$ cat config.mk
export PLATFORM = sky130hd
export DESIGN_NAME = multiplier
export DESIGN_NICKNAME = d
export VERILOG_FILES = /design/src/rtl/multiplier_pkg.sv /design/src/rtl/multiplier_ctrl.sv /design/src/rtl/multiplier.sv
export SDC_FILE = /design/constraint.sdc
export NUM_CORES = 1
export LEC_CHECK = 0
export BUFFER_PORTS_ARGS = -buffer_cell sky130_fd_sc_hd__buf_2
export CAP_MARGIN = 15
export CORE_MARGIN = 2
export CORE_UTILIZATION = 50
export CTS_BUF_LIST = sky130_fd_sc_hd__clkbuf_16
export DETAILED_ROUTE_END_ITERATION = 10
export PLACE_DENSITY = 0.72
export RECOVER_POWER = 25
export SLEW_MARGIN = 25
export SYNTH_ARGS = -nofsm -noshare
export SYNTH_HDL_FRONTEND = slang
export SYNTH_SLANG_ARGS = --single-unit
$ cat constraint.sdc
create_clock -name clk -period 4.1 [get_ports clk]
set_clock_uncertainty 0.2 [all_clocks]
set_input_delay 0.41 -clock clk [delete_from_list [all_inputs] [get_ports clk]]
set_output_delay 0.41 -clock clk [all_outputs]
set_load 0.02 [all_outputs]
$ cat src/rtl/multiplier_pkg.sv
// Shared types and constants for the shift-and-add multiplier.
// MULT_DONE_EN (optional) adds a one-cycle done strobe on the top.
package multiplier_pkg;

  localparam int unsigned MULT_WIDTH = 4;
  localparam int unsigned MULT_CNT_W = $clog2(MULT_WIDTH + 1);

  typedef enum logic [1:0] {
    IDLE = 2'd0,
    CALC = 2'd1,
    DONE = 2'd2
  } state_e;

  function automatic int unsigned cnt_width(input int unsigned w);
    return $clog2(w + 1);
  endfunction

endpackage

$ cat src/rtl/multiplier_ctrl.sv
// Sequencer for the multiplier: IDLE -> CALC (WIDTH steps) -> DONE.
// Emits load/step/store strobes consumed by the datapath in the top.
module multiplier_ctrl
  import multiplier_pkg::*;
#(
  parameter int unsigned WIDTH = MULT_WIDTH
) (
  input  logic clk,
  input  logic rst,
  input  logic start,
  output logic load,
  output logic step,
  output logic store
);

  localparam int unsigned CW = cnt_width(WIDTH);
  localparam logic [CW-1:0] LAST = CW'(WIDTH - 1);

  state_e        state_q, state_d;
  logic [CW-1:0] cnt_q, cnt_d;

  always_ff @(posedge clk or negedge rst) begin
    if (!rst) begin
      state_q <= IDLE;
      cnt_q   <= '0;
    end else begin
      state_q <= state_d;
      cnt_q   <= cnt_d;
    end
  end

  always_comb begin
    state_d = state_q;
    cnt_d   = cnt_q;
    load    = 1'b0;
    step    = 1'b0;
    store   = 1'b0;
    unique case (state_q)
      IDLE: begin
        if (start) begin
          load    = 1'b1;
          cnt_d   = '0;
          state_d = CALC;
        end
      end
      CALC: begin
        step  = 1'b1;
        cnt_d = cnt_q + CW'(1);
        if (cnt_q == LAST) begin
          state_d = DONE;
        end
      end
      DONE: begin
        store   = 1'b1;
        state_d = IDLE;
      end
      default: begin
        state_d = IDLE;
      end
    endcase
  end

endmodule

$ cat src/rtl/multiplier.sv
// Sequential unsigned shift-and-add multiplier, one partial product per clock.
// Define MULT_DONE_EN to add the done output strobe.
module multiplier
  import multiplier_pkg::*;
#(
  parameter int unsigned WIDTH = MULT_WIDTH
) (
  input  logic               clk,
  input  logic               rst,
  input  logic [WIDTH-1:0]   in1,
  input  logic [WIDTH-1:0]   in2,
  input  logic               start,
`ifdef MULT_DONE_EN
  output logic [2*WIDTH-1:0] result,
  output logic               done
`else
  output logic [2*WIDTH-1:0] result
`endif
);

  logic load, step, store;

  logic [WIDTH-1:0]   a_q, a_d;
  logic [WIDTH:0]     p_q, p_d;
  logic [WIDTH-1:0]   q_q, q_d;
  logic [2*WIDTH-1:0] result_q, result_d;
  logic [WIDTH:0]     addend;
  logic [WIDTH:0]     sum;

  multiplier_ctrl #(
    .WIDTH (WIDTH)
  ) u_ctrl (
    .clk   (clk),
    .rst   (rst),
    .start (start),
    .load  (load),
    .step  (step),
    .store (store)
  );

  always_ff @(posedge clk or negedge rst) begin
    if (!rst) begin
      a_q      <= '0;
      p_q      <= '0;
      q_q      <= '0;
      result_q <= '0;
    end else begin
      a_q      <= a_d;
      p_q      <= p_d;
      q_q      <= q_d;
      result_q <= result_d;
    end
  end

  // P carries one extra bit so the add never loses its carry before the shift.
  always_comb begin
    a_d      = a_q;
    p_d      = p_q;
    q_d      = q_q;
    result_d = result_q;
    addend   = q_q[0] ? {1'b0, a_q} : '0;
    sum      = p_q + addend;
    if (load) begin
      a_d = in1;
      q_d = in2;
      p_d = '0;
    end
    if (step) begin
      p_d = {1'b0, sum[WIDTH:1]};
      q_d = {sum[0], q_q[WIDTH-1:1]};
    end
    if (store) begin
      result_d = {p_q[WIDTH-1:0], q_q};
    end
  end

  assign result = result_q;

`ifdef MULT_DONE_EN
  logic done_q, done_d;

  always_comb begin
    done_d = store;
  end

  always_ff @(posedge clk or negedge rst) begin
    if (!rst) begin
      done_q <= 1'b0;
    end else begin
      done_q <= done_d;
    end
  end

  assign done = done_q;
`endif

endmodule

# ---- Word-level counts from Yosys, hierarchy flattened
# Index checks and enable logic that the tools add are counted.
dict set report op_classes {
  bitwise_logic 0
  n_reduce_logical 5
  shifts 0
  order_cmp 0
  multipliers 0
  addsub 2
  div_mod_pow 0
  n_mux 14
  n_eq_ne 5
}
# cell count
set op_table {}
lappend op_table {{$mux W4} 3}
lappend op_table {{$mux W5} 2}
lappend op_table {{$pmux W3 S2} 1}
lappend op_table {{$add A5 B4 Y5} 1}
lappend op_table {{$mux W1} 4}
lappend op_table {{$mux W2} 2}
lappend op_table {{$pmux W2 S2} 1}
lappend op_table {{$reduce_and A2 Y1} 2}
lappend op_table {{$reduce_bool A2 Y1} 2}
lappend op_table {{$add A3 B1 Y3 const B} 1}
lappend op_table {{$eq A3 B2 Y1 const B} 1}
lappend op_table {{$mux W3} 1}
lappend op_table {{$eq A2 B1 Y1 const B} 1}
lappend op_table {{$eq A2 B2 Y1 const B} 1}
lappend op_table {{$logic_not A2 Y1} 1}
lappend op_table {{$ne A2 B1 Y1 const B} 1}
lappend op_table {{$ne A2 B2 Y1 const B} 1}
dict set report word_totals {
  romBits 0
  memories 0
  inputBits 11
  output_inout_bits 8
  latch_bits 0
  ramBits 0
  word_cells 32
  register_bits 26
}

# ---- Logic depth before layout (Yosys ltp)
dict set report depth {
  depth_word 4
  ltp_mapped 8
  depth_no_buf 8
}

# ---- Cells and area by module
# A second synthesis with hierarchy kept.
dict set report hier_totals {
  hier_cells 99
  area_unflattened_um2 1212.4
}
# module n_inst area_each_um2 seq_area_each_um2 cells_each
set modules_own_cells {}
lappend modules_own_cells {multiplier 1 963.4 500.5 79}
lappend modules_own_cells {multiplier_ctrl 1 249.0 125.1 20}

# ---- Worst setup path before layout
# OpenSTA, ideal clock, no wires.
dict set report synth_timing {
  path_type {register to register}
  start {register q_q[0]}
  end {register p_q[3]}
  setup_time_ps 83
  t_required_ps 3817
  path_buffers 0
  path_stages_with_launch 9
  arrival_time_ps 1411
  synth_period_minus_slack_ps 1693
  setup_slack_ps 2407
  cell_sequence {dfrtp_1 > and2_1 > ha_1 > inv_1 > fa_1 > inv_1 > a21o_1 > a21oi_1 > o21ai_0}
}
dict set report synth_between {
  elab_chain_len 3
}
# element line
set synth_rtl {}
lappend synth_rtl {{from (decl)} multiplier.sv:25} ;# logic [WIDTH-1:0] q_q, q_d;
lappend synth_rtl {{from (signal assigned)} multiplier.sv:50} ;# q_q <= q_d;
lappend synth_rtl {{$mux W4} multiplier.sv:61} ;# addend = q_q[0] ? {1'b0, a_q} : '0;
lappend synth_rtl {{$add A5 B4 Y5} multiplier.sv:62} ;# sum = p_q + addend;
lappend synth_rtl {{$mux W5} multiplier.sv:68} ;# if (step) begin
lappend synth_rtl {{to (signal assigned)} multiplier.sv:49} ;# p_q <= p_d;
lappend synth_rtl {{to (decl)} multiplier.sv:24} ;# logic [WIDTH:0] p_q, p_d;
# Every way passes these cells.
# A chain may end at the register's enable or synchronous reset.

==> metrics.csv <==
metric;value;unit
cts_max_path_buffers;2;
grt_antenna_before_repair;0;
synth_nets;117;
rsz0062_at_grt;false;
design.die.area;2870;um2
vias;810;
vdd_ir_drop_max;0.000405;V
path_clk_slew;60;ps
cts_buffers;3;
synth_fa_ha_area_frac;0.0775;
synthCells;99;
crit_path_top_delay_cell;clkbuf_1;
p_sw_frac;0.339;
synth_area;1230;um2
cp_max_fo;25;
die_height;53.5;um
cp-start-kind;primary input;
layout-drive-gt1-share;0.300;
critPathTopFamily;buffers and inverters;
fmax;527;MHz
cts-root-buf;clkbuf_16;
yosys.area_share.simple;0.109;
row_count;17;
grt_pass1_wl;3440;um
crit_buf_inv;2;
cts_resized;0;
vias_per_cell;5.47;
finalSetupViolCount;0;
final_common_cell;dfrtp_1;
clock_power_share;0.210;
die_width;53.5;um
worstPathArrival;1870;ps
boundaryPins;19;
critPathMaxStageDelay;930;ps
postSynthAreaPerCell;12.4;um2
worstSkewPairLatency;260;ps
cts_sinks;25;
grt_pass1_vias;762;
core;2280;um2
ant_nets;0;
synth_compound_area_frac;0.126;
nNetsFinal;139;
period_needed;1900;ps
yosysSeqAreaShare;0.510;
yosysWarnings;0;
pwr_density_cell;705;nW/um2
synth_top_family_by_area;multiplexers;
port_buffers;18;
ys_ff_latch;25;
synthMuxAreaShare;0.135;
required;4070;ps
fin_hold_ws;178;ps
slew_headroom;0.153;
wl_per_cell;13.6;um
gp_congestion;0.764;
pwr-share-seq;0.427;
grtUsageTotal;0.170;
outcome;completed;
crit_type;primary input to asynchronous set/reset pin;
maxCapViolCount;0;
p_int;0.000663;W
tightest_slew;1270;ps
totalWireLength;2010;um
dpl.hpwl;1500;um
grt_overflow;0;
syn_to_final_growth;16.0;%
synthXorXnorAreaFrac;0.0143;
drc;0;
htreeDepth;1;
power_switching;0.000340;W
diodes;0;
synthDistinctLibCells;21;
hold_path.class;primary input to flop;
fin_crit_sh;0.463;
grt_max_degree;26;
drt-pass1-iter-count;4;
layout_common_cells;dfrtp_1 (25), buf_2 (17), o21ai_0 (11), mux2_4 (11), nand2_1 (8);
crit_chain;dlygate4sd3_1 > clkbuf_1;
drt_iter0_drc;7;
p_leak;0.758;nW
cts_tree;built;
comb_power_share;0.363;
maxSlewViolCount;0;
final-hold-violation-count;0;
tns;0;ps
initial_utilization;0.539;
end_kind;asynchronous set/reset pin;
layer usage:
layer,track usage,routed length (um),vias to the layer above
met3,0.0389,75,8
met1,0.214,919,397
li1,-,-,387
met5,0,0,-
met2,0.267,957,18
met4,0.0983,53,0
final timing paths:
kind                            startpoint  slack (ps)                 to  depth (start not counted)
setup / recovery                       rst        2200  u_ctrl.state_q[0]                          2
hold / removal                      in1[0]         180             a_q[0]                          2
setup reg to reg                    q_q[0]        2280             p_q[3]                          8
hold reg to reg            u_ctrl.cnt_q[2]         280    u_ctrl.cnt_q[2]                          2
max in group clk                    q_q[0]        2280             p_q[3]                          8
min in group asynchronous              rst         750          result[2]                          2
registers in the layout (all words and copies together), names as in the netlist:
signal          flops
result              8
u_ctrl.state_q      2
u_ctrl.cnt_q        3
a_q                 4
p_q                 4
q_q                 4
cell usage after synthesis:
cell type	number	area, um2
a21o_1	2	15.0
a21oi_1	7	35.0
a22o_1	1	8.76
a22oi_1	4	30.0
and2_1	4	25.0
and2b_1	2	15.0
and2b_2	2	17.5
buf_2	1	5.00
buf_6	1	11.3
dfrtp_1	25	626
fa_1	1	20.0
ha_1	6	75.1
inv_1	5	18.8
mux2_4	11	165
nand2_1	8	30.0
nand2b_1	2	12.5
nor2b_1	1	6.26
nor2b_4	2	27.5
o21ai_0	11	55.1
o21bai_2	1	11.3
xor2_1	2	17.5
timing repair:
action	in CTS	in global routing
endpoints found under the hold margin	25	0
hold buffers	1	0
buffers inserted	0	0
final cells by class:
type | instances | area [um2]
Fill cell | 187 | 852
Sequential cell | 25 | 626
Multi-Input combinational cell | 67 | 567
Timing Repair Buffer | 19 | 98.8
Clock buffer | 3 | 75.1
Tap cell | 28 | 35.0
Inverter | 5 | 18.8
Clock inverter | 1 | 3.75
metrics by stage:
| stage | area [um2] | instances | utilization | setup WS (ps) | power, W |
|---|---|---|---|---|---|
| 3_3_place_gp | 1340 | 143 | 0.587 | 2310 | 0.000783 |
| 3_5_place_dp | 1340 | 143 | 0.587 | 2270 | 0.000799 |
| 2_1_floorplan | 1230 | 99 | - | 2410 | 0.000699 |
| 6_report | 1420 | 148 | 0.626 | 2200 | 0.00100 |
| 5_1_grt | 1420 | 148 | 0.626 | 1930 | 0.00109 |
| 4_1_cts | 1430 | 148 | 0.626 | 2260 | 0.00101 |
power by group through the flow:
stage | sequential, W | combinational [W] | clock (W)
5_1_grt | 0.000443 | 0.000412 | 0.000229
6_report | 0.000429 | 0.000364 | 0.000210
3_5_place_dp | 0.000434 | 0.000366 | 0
3_3_place_gp | 0.000429 | 0.000354 | 0
4_1_cts | 0.000430 | 0.000369 | 0.000215
2_1_floorplan | 0.000439 | 0.000261 | 0
cells by family (layout without fill, tap and decap cells):
family | after synthesis | after routing
AO/OA/AOI/OAI | 26 | 26
XOR/XNOR | 2 | 2
adder cells (fa/ha/maj) | 7 | 7
buffers and inverters | 7 | 28
flip-flops | 25 | 25
multiplexers | 11 | 11
AND/OR/NAND/NOR | 21 | 21
(Power assumes the default switching activity.)
